`src/rtl/buffer_feed_sequencer_if.sv`:
```
// Buffer write port trio: word, write enable, and the buffer's ready back.
interface buffer_feed_sequencer_if #(
  parameter int DATA_WIDTH = 18
) ();
  logic [DATA_WIDTH-1:0] out_data;
  logic                  out_wen;
  logic                  out_ready;

  modport master (output out_data, output out_wen, input out_ready);
  modport slave  (input out_data, input out_wen, output out_ready);
endinterface

```
`src/rtl/buffer_feed_sequencer.sv`:
```
// Stream driver for one CNN input buffer: plays stored words out through a
// write/skip slot schedule, then optionally appends tagged flush words.
module buffer_feed_sequencer #(
  parameter int DATA_WIDTH = 18,
  parameter int DEPTH      = 32,
  parameter int ADDR_WIDTH = $clog2(DEPTH),
  parameter int SLOT_MAX   = 32,
  parameter int GAP_CYCLES = 50,
  parameter int FLUSH_LEN  = 4,
  parameter int CNT_WIDTH  = $clog2(SLOT_MAX+1)
) (
  input  logic                    clk,
  input  logic                    reset,
  input  logic                    start,
  input  logic [ADDR_WIDTH:0]     word_count,
  input  logic [CNT_WIDTH-1:0]    slot_count,
  input  logic [SLOT_MAX-1:0]     skip_mask,
  input  logic                    flush_en,
  input  logic                    load_wen,
  input  logic [ADDR_WIDTH-1:0]   load_addr,
  input  logic [DATA_WIDTH-1:0]   load_data,
  buffer_feed_sequencer_if.master bif,
  output logic                    busy,
  output logic                    done,
  output logic [ADDR_WIDTH:0]     words_sent
);

  localparam int SIDX_W = (SLOT_MAX > 1) ? $clog2(SLOT_MAX) : 1;
  localparam int GAP_W  = (GAP_CYCLES > 1) ? $clog2(GAP_CYCLES+1) : 1;
  localparam int FL_W   = (FLUSH_LEN > 1) ? $clog2(FLUSH_LEN+1) : 1;

  typedef enum logic [2:0] {
    IDLE, SLOT, WRITE, HOLD, GAP, FLUSH, DONE
  } state_t;

  state_t                  state_q, state_d;
  logic [ADDR_WIDTH:0]     wcnt_q, wcnt_d;
  logic [CNT_WIDTH-1:0]    scnt_q, scnt_d;
  logic [SLOT_MAX-1:0]     mask_q, mask_d;
  logic                    flush_q, flush_d;
  logic                    in_flush_q, in_flush_d;
  logic [CNT_WIDTH-1:0]    s_q, s_d;
  logic [ADDR_WIDTH:0]     w_q, w_d;
  logic [FL_W-1:0]         f_q, f_d;
  logic [GAP_W-1:0]        gap_q, gap_d;
  logic [ADDR_WIDTH:0]     sent_q, sent_d;
  logic [DATA_WIDTH-1:0]   data_q, data_d;
  logic                    wen_q, wen_d;
  logic [DATA_WIDTH-1:0]   flush_word;

  logic [DATA_WIDTH-1:0]   store [DEPTH];

  // Word store: host writes land only while idle so a run sees a frozen image.
  always_ff @(posedge clk) begin
    if (load_wen && state_q == IDLE) store[load_addr] <= load_data;
  end

  // Flush word f: start tag on the first, end tag on the last, payload zero.
  always_comb begin
    flush_word                 = '0;
    flush_word[DATA_WIDTH-1]   = (f_q == '0);
    flush_word[DATA_WIDTH-2]   = (f_q == FL_W'(FLUSH_LEN-1));
  end

  // Sequencer next state: slot walk, write handshake, gaps and flush tail.
  always_comb begin
    state_d    = state_q;
    wcnt_d     = wcnt_q;
    scnt_d     = scnt_q;
    mask_d     = mask_q;
    flush_d    = flush_q;
    in_flush_d = in_flush_q;
    s_d        = s_q;
    w_d        = w_q;
    f_d        = f_q;
    gap_d      = gap_q;
    sent_d     = sent_q;
    data_d     = data_q;
    wen_d      = wen_q;
    case (state_q)
      IDLE: begin
        if (start) begin
          wcnt_d     = word_count;
          scnt_d     = (slot_count > CNT_WIDTH'(SLOT_MAX)) ? CNT_WIDTH'(SLOT_MAX) : slot_count;
          mask_d     = skip_mask;
          flush_d    = flush_en;
          in_flush_d = 1'b0;
          s_d        = '0;
          w_d        = '0;
          f_d        = '0;
          gap_d      = '0;
          sent_d     = '0;
          state_d    = SLOT;
        end
      end
      SLOT: begin
        if (s_q < scnt_q) begin
          if (mask_q[s_q[SIDX_W-1:0]]) begin
            gap_d   = '0;
            state_d = GAP;
          end else if (w_q < wcnt_q) begin
            data_d  = store[w_q[ADDR_WIDTH-1:0]];
            wen_d   = 1'b1;
            state_d = WRITE;
          end else begin
            // store exhausted: slot burns one cycle as a no-op
            s_d = s_q + 1'b1;
          end
        end else if (flush_q) begin
          in_flush_d = 1'b1;
          f_d        = '0;
          state_d    = FLUSH;
        end else begin
          state_d = DONE;
        end
      end
      FLUSH: begin
        if (f_q < FL_W'(FLUSH_LEN)) begin
          data_d  = flush_word;
          wen_d   = 1'b1;
          state_d = WRITE;
        end else begin
          state_d = DONE;
        end
      end
      WRITE: begin
        // word and strobe stay put until the buffer takes them
        if (bif.out_ready) begin
          wen_d = 1'b0;
          if (!in_flush_q) begin
            sent_d = sent_q + 1'b1;
            w_d    = w_q + 1'b1;
          end
          state_d = HOLD;
        end
      end
      HOLD: begin
        if (in_flush_q) begin
          f_d     = f_q + 1'b1;
          state_d = FLUSH;
        end else begin
          s_d     = s_q + 1'b1;
          state_d = SLOT;
        end
      end
      GAP: begin
        if (gap_q == GAP_W'(GAP_CYCLES-1)) begin
          gap_d   = '0;
          s_d     = s_q + 1'b1;
          state_d = SLOT;
        end else begin
          gap_d = gap_q + 1'b1;
        end
      end
      DONE: begin
        in_flush_d = 1'b0;
        state_d    = IDLE;
      end
      default: state_d = IDLE;
    endcase
  end

  // State register; reset abandons any run and drops the strobe at once.
  always_ff @(posedge clk) begin
    if (reset) begin
      state_q    <= IDLE;
      wcnt_q     <= '0;
      scnt_q     <= '0;
      mask_q     <= '0;
      flush_q    <= 1'b0;
      in_flush_q <= 1'b0;
      s_q        <= '0;
      w_q        <= '0;
      f_q        <= '0;
      gap_q      <= '0;
      sent_q     <= '0;
      data_q     <= '0;
      wen_q      <= 1'b0;
    end else begin
      state_q    <= state_d;
      wcnt_q     <= wcnt_d;
      scnt_q     <= scnt_d;
      mask_q     <= mask_d;
      flush_q    <= flush_d;
      in_flush_q <= in_flush_d;
      s_q        <= s_d;
      w_q        <= w_d;
      f_q        <= f_d;
      gap_q      <= gap_d;
      sent_q     <= sent_d;
      data_q     <= data_d;
      wen_q      <= wen_d;
    end
  end

  assign bif.out_data = data_q;
  assign bif.out_wen  = wen_q;
  assign busy         = (state_q != IDLE) && (state_q != DONE);
  assign done         = (state_q == DONE);
  assign words_sent   = sent_q;

endmodule
```
`src/flat_wrapper.sv`:
```
// flat-port wrapper written by rule: the top's interface ports become plain ports
module buffer_feed_sequencer_flat 
#(
  parameter int DATA_WIDTH = 18,
  parameter int DEPTH      = 32,
  parameter int ADDR_WIDTH = $clog2(DEPTH),
  parameter int SLOT_MAX   = 32,
  parameter int GAP_CYCLES = 50,
  parameter int FLUSH_LEN  = 4,
  parameter int CNT_WIDTH  = $clog2(SLOT_MAX+1)
)
  (clk, reset, start, word_count, slot_count, skip_mask, flush_en, load_wen, load_addr, load_data, busy, done, words_sent, bif_out_data, bif_out_wen, bif_out_ready);
  buffer_feed_sequencer_if #(.DATA_WIDTH(DATA_WIDTH)) bif_i ();
  input  logic clk;
  input  logic reset;
  input  logic start;
  input  logic [ADDR_WIDTH:0] word_count;
  input  logic [CNT_WIDTH-1:0] slot_count;
  input  logic [SLOT_MAX-1:0] skip_mask;
  input  logic flush_en;
  input  logic load_wen;
  input  logic [ADDR_WIDTH-1:0] load_addr;
  input  logic [DATA_WIDTH-1:0] load_data;
  output logic busy;
  output logic done;
  output logic [ADDR_WIDTH:0] words_sent;
  output wire logic [$bits(bif_i.out_data)-1:0] bif_out_data;
  output wire logic [$bits(bif_i.out_wen)-1:0] bif_out_wen;
  input wire logic [$bits(bif_i.out_ready)-1:0] bif_out_ready;
  assign bif_out_data = bif_i.out_data;
  assign bif_out_wen = bif_i.out_wen;
  assign bif_i.out_ready = bif_out_ready;
  buffer_feed_sequencer #(.DATA_WIDTH(DATA_WIDTH), .DEPTH(DEPTH), .ADDR_WIDTH(ADDR_WIDTH), .SLOT_MAX(SLOT_MAX), .GAP_CYCLES(GAP_CYCLES), .FLUSH_LEN(FLUSH_LEN), .CNT_WIDTH(CNT_WIDTH)) u_core (.clk(clk), .reset(reset), .start(start), .word_count(word_count), .slot_count(slot_count), .skip_mask(skip_mask), .flush_en(flush_en), .load_wen(load_wen), .load_addr(load_addr), .load_data(load_data), .bif(bif_i), .busy(busy), .done(done), .words_sent(words_sent));
endmodule
```
`config.mk`:
```
export PLATFORM = sky130hd
export DESIGN_NAME = buffer_feed_sequencer_flat
export DESIGN_NICKNAME = d
export VERILOG_FILES = /design/src/rtl/buffer_feed_sequencer_if.sv /design/src/rtl/buffer_feed_sequencer.sv /design/src/flat_wrapper.sv
export SDC_FILE = /design/constraint.sdc
export NUM_CORES = 1
export LEC_CHECK = 0
export BUFFER_PORTS_ARGS = -buffer_cell sky130_fd_sc_hd__buf_2
export CORE_MARGIN = 10
export CORE_UTILIZATION = 40
export CTS_CLUSTER_SIZE = 10
export DETAILED_ROUTE_END_ITERATION = 8
export GPL_ROUTABILITY_DRIVEN = 1
export HOLD_SLACK_MARGIN = 0.05
export MAX_ROUTING_LAYER = met4
export PLACE_DENSITY = 0.56
export SYNTH_ARGS = -nofsm -noshare
export SYNTH_HDL_FRONTEND = slang
export SYNTH_SLANG_ARGS = --single-unit
```
`constraint.sdc`:
```
create_clock -name clk -period 4.7 [get_ports clk]
set_input_delay 1.41 -clock clk [delete_from_list [all_inputs] [get_ports clk]]
set_output_delay 1.41 -clock clk [all_outputs]
set_load 0.01 [all_outputs]
```
==> results of run 1 <==
## placed cells by master, fill, tap and decap left out, types with 30 or more instances in the layout
cell | netlist | layout
edfxtp_1 | 576 | 576
mux4_2 | 168 | 168
nand2_1 | 113 | 113
buf_2 | 19 | 99
dfxtp_1 | 100 | 97
clkbuf_16 | 0 | 80
a21oi_1 | 60 | 60
nor2_1 | 83 | 50
buf_4 | 1 | 43
mux2_2 | 35 | 35
nor2_2 | 0 | 33
mux2i_1 | 30 | 30
## worst min-delay path by stage
| stage | to | slack, ns | cells after the start |
|---|---|---|---|
| after detailed placement | u_core.mask_q[0] | 0.45 | 2 |
| after global placement | u_core.mask_q[25] | 0.44 | 2 |
| final | u_core.mask_q[0] | 0.45 | 2 |
| after floorplan | u_core.scnt_q[1] | 0.43 | 2 |
| after CTS | u_core.mask_q[0] | 0.46 | 2 |
| after global routing | u_core.scnt_q[1] | 0.47 | 2 |
## registers in the layout, indices dropped and copies added, names as in the netlist, 6 cells and up, named ones only
name,count
u_core.store,576
u_core.mask_q,32
u_core.bif.out_data,18
u_core.gap_q,6
u_core.s_q,6
u_core.scnt_q,6
u_core.w_q,6
u_core.wcnt_q,6
u_core.words_sent,6
## cell type report
| class | instances | area [um2] | share of cell area |
|---|---|---|---|
| inverters | 18 | 67.6 | 0.00220 |
| diodes | 2 | 5.00 | 0.000163 |
| flip-flops and latches | 676 | 19300 | 0.629 |
| well taps | 864 | 1080 | 0.0352 |
| clock buffers | 106 | 2120 | 0.0690 |
| multi-input cells | 683 | 6990 | 0.228 |
| clock inverters | 9 | 173 | 0.00562 |
| repair buffers | 149 | 958 | 0.0312 |
## through the flow
stage / hold WS [ns] / util / area [um2] / cells
5_1_grt: 0.471 / 0.466 / 30700 / 2507
6_report: 0.453 / 0.466 / 30700 / 2507
2_1_floorplan: 0.432 / - / 26600 / 1458
3_3_place_gp: 0.442 / 0.431 / 28400 / 2390
3_5_place_dp: 0.450 / 0.431 / 28400 / 2390
4_1_cts: 0.457 / 0.466 / 30700 / 2505
## routing by layer
layer  global-route usage  vias up  share of wire
met2                0.258      417           0.48
met3               0.0401       92          0.064
li1                     -     6077              -
met1                0.219     7188           0.44
met5                    -        -              0
met4               0.0396        0          0.017
## tightest hold or removal path, delay by kind of cell, from the launching register on
family,cells,cell delay [ns]
AOI/OAI and AO/OA,1,0.05
DFF,1,0.30
and+or+nand+nor,1,0.05
## power by group through the flow
stage / Clock [mW] / Combinational (mW) / Sequential, mW
after global routing: 5.92 / 1.74 / 6.91
after global placement: 0 / 1.56 / 7.00
after floorplan: 0 / 1.17 / 6.90
after CTS: 5.67 / 1.60 / 6.89
final: 5.53 / 1.58 / 6.89
after detailed placement: 0 / 1.60 / 7.01
## logic make-up (layout without fill, tap and decap cells)
| family | count (synthesis) | in the layout | synth area share |
|---|---|---|---|
| compound gates | 125 | 125 | 0.0287 |
| simple gates | 299 | 299 | 0.0513 |
| xor+xnor | 8 | 8 | 0.00263 |
| fa+ha+maj | 18 | 18 | 0.00846 |
| mux | 233 | 233 | 0.168 |
| flops | 676 | 676 | 0.725 |
| buf+inv | 99 | 282 | 0.0159 |
| other cells | 0 | 2 | 0 |
==> metrics, run 1 <==
worst skew pair latency 0.64 ns; switching power total approximately 3.4 mW; global placement routability congestion 0.803; Startpoint Class register; CP Data Arrival Time 2.04 ns; Synth top cells by count 576 x edfxtp_1, 168 x mux4_2, 113 x nand2_1, 100 x dfxtp_1, 83 x nor2_1; WP buf/inv 1; Rel. slew slack 0.241; TNS Setup 0 ns; HPWL after detailed placement 37400 um; first-pass GRT wire length 94200 um; FFs w/ async S/R, synth 0; Final WS setup 1.25 ns; Comb pwr share 0.113; crit-path cells nand2b_1 > nor2_1 > buf_2; Period Utilization, post-route 0.733; Nets between 1.5k and 2k; pre-CTS setup slack 1.15 ns; min cycle time layout about 3.4 ns; fmax 290 MHz; chip width approximately 280 um; Core Box Area 65900 um2; ranking of synthesized cells by area edfxtp_1 65%, mux4_2 14%, dfxtp_1 7.5%; CP Capture Type output port; Internal Power roughly 11 mW; root buffer cell clkbuf_16; distinct cell type count of the synthesized netlist 52; R2R Path Start u_core.s_q[0]; number of synthesized flops with an enable pin 576; vias in the first global route 14.3k; I/O Buffers around 100; total gr overflow 0; routed wire length between 60000 and 70000 um; initial antenna violation count 2; #FFs+latches synth a little under 700; Syn-to-layout area delta 15.3%; Crit path max-delay family flip-flops; Vias 13.8k; total power 14.0 mW; die height roughly 280 um; Slowest Stage Delay on Critical Path ~0.81 ns; switch share 0.246; CP endpoint done; H-tree depth 3; Net Count, Synth 1549; maxcap violations 0; CTS Buffer Depth 3; DRC violation count after routing 0; count of final setup violators 0; Power Density 456 nW/um2; post-route ant nets 0; Syn. warnings 0; DRT iter0 DRCs between 1k and 1.5k; Hold WC Path Type reg2reg; GRT Overall Usage 0.166; VDD IR max 0.000275 V; post-cts resize count 0; die area 77300 um2; worst min-delay path startpoint u_core.mask_q[0]; worst slew pin tran 1.14 ns; Flop pwr share 0.492; Synth area leader edfxtp_1; CP Max Fanout 22; max-slew violation count 0; clk sinks 676; Mapped Cells 1458; vias per inst 5.49; post-synthesis sequential area ratio 0.725; WP depth 3; row count 94; average size of a mapped cell around 18 um2; pin count of the biggest net entering global routing 48; layout cell share with drive strength beyond 1 0.296; r2r setup slk 1.66 ns; Critical Path RT 3.29 ns; unrepaired setup endpoints after global routing no; Synth top area share 0.650; Reg2Reg Depth 7; Max Clock Skew approximately 0.028 ns; final hold violation count 0; Crit Reg-Reg Endpoint u_core.bif.out_data[13]; Critical-path top delay cell dfxtp_1; CTS tree built; WS Path Type reg2out; most common cell in the netlist edfxtp_1; Clock Power Share 0.395; initial core utilization 0.404; hold buffers post-CTS 0; leak pwr 9.70 nW; Worst-path clk slew 0.05 ns; first drt pass iteration count 5; Main synth FF type edfxtp_1; Mapped Area 26600 um2; Worst Setup SP u_core.state_q[1]; cts bufs inserted between 70 and 80; wire length per cell between 20 and 25 um; # fillers 5625; Setup Fix Bufs, Post-CTS 0; status completed; Top Ports 100
Power figures use the tool's default switching activity.
==> run 2: changes to the inputs <==
--- a/config.mk
+++ b/config.mk
@@ -5,6 +5,7 @@
 export SDC_FILE = /design/constraint.sdc
 export NUM_CORES = 1
 export LEC_CHECK = 0
+export ABC_AREA = 1
 export BUFFER_PORTS_ARGS = -buffer_cell sky130_fd_sc_hd__buf_2
 export CORE_MARGIN = 10
 export CORE_UTILIZATION = 40
==> constraint.sdc (replaced) <==
create_clock -name clk -period 3.5 [get_ports clk]
set_input_delay 1.05 -clock clk [delete_from_list [all_inputs] [get_ports clk]]
set_output_delay 1.05 -clock clk [all_outputs]
set_load 0.01 [all_outputs]
==> metrics, run 2 <==
global placement routability congestion 0.867 (+7.9%); average size of a mapped cell 11.4 um2 (-38%); I/O Buffers 99 (unchanged); CP Capture Type output port; design area 31600 um2 (+2.8%); Biggest register u_core.store; # fillers 6246 (+11%); Syn. warnings 0 (unchanged); cts bufs inserted 78 (-1.3%); vias in the first global route 18.7k (+30%); Worst Hold Depth 2 (unchanged); max reg flops 576 (unchanged); routed wire length 80100 um (+28%); Syn-to-layout area delta 14.3%; DRC violation count after routing 0 (unchanged); Core Box Area 68500 um2 (+4.0%); Synth area leader edfxtp_1; Post-Route Utilization 0.461 (-0.00522); Main synth FF type edfxtp_1; WP buf/inv 2 (+1); Vias 19.2k (+40%); CP Max Fanout 9 (-59%); first-pass GRT wire length 120000 um (+27%); max-slew violation count 0 (unchanged); Crit Reg-Reg Endpoint u_core.bif.out_data[2]; Critical-path top delay cell dfxtp_1; distinct cell type count of the synthesized netlist 48 (-7.7%); wire length per cell 23.3 um (-6.7%); Power Density 652 nW/um2 (+43%); Hold Slack 0.453 ns (-0.000245 ns); R2R Path Start u_core.state_q[1]; Max Clock Skew 0.0204 ns (-0.00780 ns); hold buffers post-CTS 0 (unchanged); Period Utilization, post-route 0.808; Final WS setup 0.671 ns (-0.584 ns); crit-path most repeated cell nor2_1; switch share 0.300 (+0.0542); chip width 283 um (+1.7%); Reg2Reg Depth 9 (+2); Net Count, Synth 2519 (+63%); die height 283 um (+1.7%); Clock Power Share 0.344 (-0.051); worst slew pin tran 0.940 ns (-0.198 ns); post-cts resize count 0 (unchanged); CTS Buffer Depth 3 (unchanged); post-route non-filler standard cell count 3445 (+37%); ranking of synthesized cells by area edfxtp_1 63%, dfxtp_1 7.2%, nor2_1 5.9%; Flop pwr share 0.461 (-0.031); Top Ports 100 (unchanged); layout cell share with drive strength beyond 1 0.125 (-0.171); CTS tree built; Comb pwr share 0.194 (+0.081); leak pwr 11.1 nW (+14%); fmax around 350 MHz; GRT Overall Usage 0.204 (+0.0377); r2r setup slk 0.90 ns (-0.76 ns); maxcap violations 0 (unchanged); vias per inst 5.59 (+1.7%); initial antenna violation count 2 (unchanged); Placed Cells 3334 (+39%); post-route ant nets 0 (unchanged); row count 96 (+2.1%); Setup Fix Bufs, Post-CTS 0 (unchanged); Startpoint Class register; final hold violation count 0 (unchanged); first drt pass iteration count 6 (+1); Mapped Area 27600 um2 (+3.7%); crit-path cells inv_1 > nor2_1 > nor2_1 > buf_2; Rel. slew slack 0.373 (+0.132); Synth top cells by count 576 x edfxtp_1, 435 x nor2_1, 308 x nand2_1, 285 x o21ai_0, 173 x nand3_1; Critical Path RT 2.45 ns (-0.84 ns); worst min-delay path startpoint u_core.mask_q[1]; Placement Cell Area 29400 um2 (+3.6%); min cycle time layout 2.83 ns; root buffer cell clkbuf_16; CP Data Arrival Time 1.78 ns (-0.26 ns); number of synthesized flops with an enable pin 576 (unchanged); total gr overflow 0 (unchanged); Worst-path clk slew 0.06 ns (about the same); most frequent cells in the layout 576 x edfxtp_1, 403 x nor2_1, 308 x nand2_1, 285 x o21ai_0, 173 x nand3_1; pre-CTS setup slack 0.881 ns (-0.268 ns); WS Path Type reg2out; worst skew pair latency 0.62 ns (-0.02 ns); most common cell in the netlist edfxtp_1; Synth top area share 0.626 (-0.0234); HPWL after detailed placement 47500 um (+27%); Internal Power 14.4 mW (+36%); unrepaired setup endpoints after global routing no; Hold WC Path Type reg2reg; pin count of the biggest net entering global routing 98 (+100%); die area 80000 um2 (+3.5%); clk sinks 676 (unchanged); H-tree depth 3 (unchanged); switching power total 6.17 mW (+79%); count of final setup violators 0 (unchanged); VDD IR max 0.000395 V (+44%); total power 20.6 mW (+47%); TNS Setup 0 ns (unchanged); Slowest Stage Delay on Critical Path 0.50 ns (-0.31 ns); most common cell after layout, fill and taps aside edfxtp_1; FFs w/ async S/R, synth 0 (unchanged); DRT iter0 DRCs 2039 (+75%); initial core utilization 0.403 (-0.000837); Nets 2623 (+54%); post-synthesis sequential area ratio 0.699 (-0.0261); Crit path max-delay family flip-flops; #FFs+latches synth 676 (unchanged); WHS Endpoint u_core.mask_q[1]; status completed; Mapped Cells 2428 (+67%)
run 2: metal layers:
metal | vias up | share of wire | track usage
li1 | 8848 | - | -
met1 | 9546 | 0.43 | 0.271
met2 | 721 | 0.47 | 0.321
met3 | 133 | 0.075 | 0.0352
met4 | 0 | 0.025 | 0.0558
met5 | - | 0 | -
run 2: worst max-delay path by stage:
stage	from	to	slack [ns]	cells after the start
final	u_core.state_q[2]	busy	0.67	4
after global routing	u_core.state_q[1]	busy	0.51	5
after CTS	u_core.state_q[1]	busy	0.67	5
after detailed placement	start	u_core.words_sent[5]	0.88	8
after global placement	u_core.state_q[1]	u_core.bif.out_data[2]	0.85	9
after floorplan	load_wen	u_core.store[11][0]	0.81	4
run 2: cells by family after synthesis:
group                      count (synthesis)  share of synthesized area
buffers and inverters                    238                     0.0373
adders and majority gates                 18                    0.00815
xor gates and xnor gates                   5                    0.00159
and+or+nand+nor                          958                      0.143
DFF                                      676                      0.699
AOI/OAI and AO/OA                        533                      0.111
run 2: cell type report:
type / count / area (um2) / share of cell area
clock buffers: 102 / 2050 / 0.0650
clock inverters: 7 / 66.3 / 0.00210
well taps: 882 / 1100 / 0.0350
multi-input cells: 1514 / 7370 / 0.234
repair buffers: 174 / 1310 / 0.0415
diodes: 2 / 5.00 / 0.000159
flip-flops and latches: 676 / 19300 / 0.612
inverters: 88 / 347 / 0.0110
run 2: worst min-delay path, stage by stage, from the launching register on:
cell and delay, ns:
dfxtp_1 0.29, inv_1 0.06, a21oi_1 0.05
run 2: power by group through the flow:
stage | sequential (mW) | clock (mW) | combinational (mW)
2_1_floorplan | 9.55 | 0 | 2.62
3_3_place_gp | 9.64 | 0 | 3.95
3_5_place_dp | 9.64 | 0 | 4.00
4_1_cts | 9.48 | 7.21 | 4.02
5_1_grt | 9.51 | 7.55 | 4.48
6_report | 9.48 | 7.08 | 4.00
